File: src/rtl/updi_tx.sv
// UPDI transmitter: fetches bytes from an upstream FIFO and serialises each one
// as a 12-bit frame (start, 8 data LSB first, even parity, 2 stop bits).
module updi_tx #(
  parameter int unsigned CLKS_PER_BIT = 16
) (
  input  logic       clk,
  input  logic       rst,
  input  logic       enable,
  input  logic [7:0] fifo_data,
  input  logic       fifo_empty,
  output logic       fifo_rd_en,
  output logic       tx,
  output logic       tx_en,
  output logic       busy,
  output logic       frame_done
);

  localparam int unsigned CNT_W = (CLKS_PER_BIT > 1) ? $clog2(CLKS_PER_BIT) : 1;
  localparam logic [CNT_W-1:0] CNT_LAST = CNT_W'(CLKS_PER_BIT - 1);

  typedef enum logic [2:0] {
    IDLE,
    FETCH,
    LOAD,
    START,
    DATA,
    PARITY,
    STOP
  } state_t;

  state_t           state_q, state_n;
  logic [CNT_W-1:0] cnt_q, cnt_n;
  logic [2:0]       idx_q, idx_n;
  logic             stop_q, stop_n;
  logic [7:0]       shreg_q, shreg_n;
  logic             parity_q, parity_n;
  logic             bit_end;

  logic             tx_n;
  logic             tx_en_n;
  logic             rd_n;
  logic             busy_n;
  logic             done_n;

  assign bit_end = (cnt_q == CNT_LAST);

  // State and datapath registers
  always_ff @(posedge clk or posedge rst) begin
    if (rst) begin
      state_q    <= IDLE;
      cnt_q      <= '0;
      idx_q      <= '0;
      stop_q     <= 1'b0;
      shreg_q    <= '0;
      parity_q   <= 1'b0;
      tx         <= 1'b1;
      tx_en      <= 1'b0;
      fifo_rd_en <= 1'b0;
      busy       <= 1'b0;
      frame_done <= 1'b0;
    end else begin
      state_q    <= state_n;
      cnt_q      <= cnt_n;
      idx_q      <= idx_n;
      stop_q     <= stop_n;
      shreg_q    <= shreg_n;
      parity_q   <= parity_n;
      tx         <= tx_n;
      tx_en      <= tx_en_n;
      fifo_rd_en <= rd_n;
      busy       <= busy_n;
      frame_done <= done_n;
    end
  end

  // Next-state, bit timing and registered-output precompute
  always_comb begin
    state_n  = state_q;
    cnt_n    = cnt_q;
    idx_n    = idx_q;
    stop_n   = stop_q;
    shreg_n  = shreg_q;
    parity_n = parity_q;

    case (state_q)
      IDLE: begin
        cnt_n = '0;
        if (enable && !fifo_empty) begin
          state_n = FETCH;
        end
      end

      FETCH: begin
        state_n = LOAD;
      end

      // FIFO output register holds the fetched byte during this cycle
      LOAD: begin
        shreg_n  = fifo_data;
        parity_n = ^fifo_data;
        cnt_n    = '0;
        idx_n    = '0;
        stop_n   = 1'b0;
        state_n  = START;
      end

      START, DATA, PARITY, STOP: begin
        if (bit_end) begin
          cnt_n = '0;
        end else begin
          cnt_n = cnt_q + 1'b1;
        end

        if (bit_end) begin
          case (state_q)
            START: state_n = DATA;
            DATA: begin
              idx_n = idx_q + 3'd1;
              if (idx_q == 3'd7) begin
                state_n = PARITY;
              end
            end
            PARITY: state_n = STOP;
            default: begin
              if (stop_q) begin
                stop_n  = 1'b0;
                state_n = IDLE;
              end else begin
                stop_n = 1'b1;
              end
            end
          endcase
        end
      end

      default: begin
        state_n = IDLE;
      end
    endcase
  end

  // Outputs are decoded from the upcoming state so they register in step with it
  always_comb begin
    rd_n    = (state_n == FETCH);
    tx_en_n = (state_n inside {START, DATA, PARITY, STOP});
    busy_n  = (state_n != IDLE);
    done_n  = (state_q == STOP) && (state_n == IDLE);

    case (state_n)
      START:   tx_n = 1'b0;
      DATA:    tx_n = shreg_n[idx_n];
      PARITY:  tx_n = parity_n;
      default: tx_n = 1'b1;
    endcase
  end

endmodule

File: config.mk
export PLATFORM = sky130hd
export DESIGN_NAME = updi_tx
export DESIGN_NICKNAME = d
export VERILOG_FILES = /design/src/rtl/updi_tx.sv
export SDC_FILE = /design/constraint.sdc
export NUM_CORES = 1
export LEC_CHECK = 0
export CAP_MARGIN = 10
export CORE_ASPECT_RATIO = 1.25
export CORE_MARGIN = 10
export CORE_UTILIZATION = 59
export DETAILED_ROUTE_END_ITERATION = 10
export HOLD_SLACK_MARGIN = 0.05
export PLACE_DENSITY = 0.83
export SYNTH_ARGS = -nofsm -noshare
export SYNTH_HDL_FRONTEND = slang
export SYNTH_SLANG_ARGS = --single-unit
File: constraint.sdc
create_clock -name clk -period 4.4 [get_ports clk]
set_input_delay 0.88 -clock clk [delete_from_list [all_inputs] [get_ports clk]]
set_output_delay 0.88 -clock clk [all_outputs]
set_load 0.01 [all_outputs]
==> impl_results.md <==
- Peak supply drop: between 0.00015 and 0.0002 V
- Worst Path Class, Setup: reg -> reg
- Hold Fails Final Rpt: 0
- CP max FO: 18
- Combined area of all synthesized cells: approximately 0.0015 mm²
- CTS Sinks: 25
- Nets: 199
- Tightest Hold Check Type: reg -> reg
- Post-route antenna net violation count: 0
- Syn_nets: ~190
- Maximum number of pins on one net before global-route repair: 26
- First-pass detailed-route iteration total: 4
- Sequential standard cell area: 627 µm²
- Maximum root-to-sink buffer count: 2
- Fill cell total of the finished layout: 220
- Reg-to-reg critical path startpoint: state_q[2]
- Fin area: 0.00167 mm²
- Final weighted congestion of routability-driven global placement: 0.971
- Wirelength, routed: 3450 µm
- Reg2reg path depth: 6
- Transition time of the tightest slew-check pin: 0.959 ns
- Count of buffers added by post-CTS timing repair for setup: 0
- Status: complete, no violations
- Ant. Diodes: 0
- Max-slew violation count: 0
- Max cap viols: 0
- Setup repair after global routing missed its margin: no
- Via count of the first global-routing pass: approximately 1300
- Commonest register cell after synthesis: dfrtp_1
- Num CTS Buffers: 3
- Area inside the core boundary: between 0.002 and 0.0025 mm²
- Fraction of the yosys area taken by sequential cells: 41.5%
- Max-Slew Margin vs Limit: 36.0%
- Total via count in the routed design: 1293
- Port buffer count: 16
- Vert. Die Dim: 76.5 µm
- Area of the multi-input gates: 774 µm²
- Synthesized flop and latch total: 25
- EDFF count, synth: 0
- Global-route wire length before repair: between 5000 and 6000 µm
- Power density over the cells: 237 mW/mm²
- Launch point of the worst hold path: shreg_q[5]
- Arrival time worst endpoint: 2.64 ns
- Total number of H-tree levels: 1
- Cell count after synthesis: 172
- Effective utilization at floorplan: between 60% and 70%
- Maximum clock frequency: about 420 MHz
- Leakage dissipation: 0.730 nW
- Overall track demand over capacity in global routing: 14.5%
- Area growth from synthesis to final layout: 10.4%
- Element type at the critical path end: flip-flop
- Fraction of synthesis flops using an asynchronous set or reset pin: between 90% and 100%
- Share of post-route cells with drive strength above 1: 8.74%
- Endpoint of the most critical register-to-register path: tx
- Clock tree root driver cell: clkbuf_4
- Detail-routed via count per cell: 5.99
- Number of buffers inserted by hold repair at cts: 0
- Clock transition at the registers of the reported paths: 0.14 ns
- Dpl cell area: roughly 0.0016 mm²
- Startpoint type of the worst setup path: flip-flop
- Number of standard cells in the layout, taps in and fillers out: 216
- Congestion Overflow GR: 0
- Final Setup Violations: 0
- Sink of the worst hold path: shreg_q[5]
- Crit path launch: state_q[2]
- Number of DRC violations after detailed routing: 0
- Data required, critical path: 4.66 ns
- Tcrit/Tclk final: a little over half
- Number of antenna violations at the first check in global routing: 0
- Post-synthesis average cell area: 8.77 µm²
- Die width: 65.2 µm
- Total of warnings raised by yosys: 0
- CTS tree: yes
- Detailed Route Iter0 Violations: 75
- Number of placed cells counting well taps: between 200 and 250
- Number of gates given a new drive strength after cts: 0
- Detailed placer's ending HPWL: 2570 µm
- Number of core rows: 20
- Io pins: 17
- Worst skew pair latency: 0.34 ns
- Slack of the worst reg-to-reg path: 2.02 ns
- Fin crit period: 2.38 ns
- Die Outline Area: 0.00499 mm²
- Worst hold path stage count: 2
- Distinct cell type count after synthesis: 50
- Worst setup skew after layout: between 0.002 and 0.003 ns
- Detail-routed net length per standard cell: 16.0 µm
- Setup TNS: 0 ns
## kinds of logic after synthesis
kind of cell    synth area share [%]
simple gates                    26.1
mux                             1.41
flops                           41.5
fa+ha+maj                       2.49
buf+inv                         7.13
compound gates                  17.2
xor+xnor                        4.06
## report_power, final
group / internal, mW / switching (mW) / total (mW)
Sequential: 0.238 / 0.00327 / 0.241
Combinational: 0.0222 / 0.0209 / 0.0430
Clock: 0.0350 / 0.0754 / 0.110
## how the worst max path moves through the flow
stage                     slack, ns  cells past startpoint    endpoint
after global placement         2.01                      7  frame_done
after detailed placement       1.94                      7          tx
final                          2.02                      6          tx
after floorplan                2.46                      8  frame_done
after CTS                      2.03                      6          tx
after global routing           1.75                      6          tx
## flip-flops by register name, indices dropped and copies added (netlist names)
register and count:
shreg_q 8, frame_done 1, tx 1, cnt_q 4
busy 1, stop_q 1, state_q 3, fifo_rd_en 1
tx_en 1, idx_q 3, parity_q 1
## layout make-up
cell class	count	area share, %
multi-input cells	129	46.5
flip-flops and latches	25	37.6
repair buffers	16	9.61
well taps	33	2.48
inverters	9	2.03
clock buffers	3	1.35
clock inverters	1	0.450
## synthesized netlist by cell type, drive strengths merged (2+ instances only)
cell type / n / area, µm²
nand2: 35 / 131
dfrtp: 24 / 601
nor2: 11 / 41.3
a21oi: 9 / 45.0
inv: 9 / 33.8
buf: 8 / 70.1
o21ai: 8 / 40.0
nand3: 7 / 35.0
xnor2: 7 / 61.3
nor3: 5 / 30.0
a31oi: 4 / 25.0
a21o: 3 / 23.8
ha: 3 / 37.5
nand4: 3 / 18.8
o22ai: 3 / 18.8
a221o: 2 / 21.3
a32oi: 2 / 17.5
and2: 2 / 12.5
and3b: 2 / 18.8
nand3b: 2 / 15.0
## metrics by stage
stage	power, mW	setup slack (ns)	hold slack [ns]	utilization, %
6_report	0.395	2.02	0.494	68.0
5_1_grt	0.411	1.75	0.522	68.0
3_5_place_dp	0.288	1.94	0.463	66.7
3_3_place_gp	0.287	2.01	0.460	66.7
4_1_cts	0.398	2.03	0.499	68.0
2_1_floorplan	0.270	2.46	0.437	-
## cells in the final DEF, fill, tap and decap left out, drive strengths merged, types with 2 or more instances in the layout
cell type / instances
nor3: 5
nand2: 35
o22ai: 3
nand4: 3
a21o: 3
a32oi: 2
nand3b: 2
nor2: 11
a221o: 2
clkdlybuf4s50: 16
dfrtp: 24
xnor2: 7
nand3: 7
a31oi: 4
inv: 9
and2: 2
ha: 3
clkbuf: 3
a21oi: 9
and3b: 2
o21ai: 8
## per-layer routing
metal | wire [µm] | global-route usage (%) | vias up | part of all wire [%]
met2 | 1840 | 25.1 | 51 | 53
met3 | 154 | 3.09 | 9 | 4.5
met1 | 1380 | 15.3 | 606 | 40
met4 | 79 | 8.37 | 0 | 2.3
met5 | 0 | 0 | - | 0
li1 | - | - | 627 | -
## worst max-delay path, cell delays in order, from the launching register on
cell,delay [ns]
dfrtp_1,0.59
or2b_1,0.35
nor2_1,0.66
a211o_1,0.22
a31o_2,0.16
a32oi_1,0.09
o31ai_1,0.23
(Power assumes the default switching activity.)
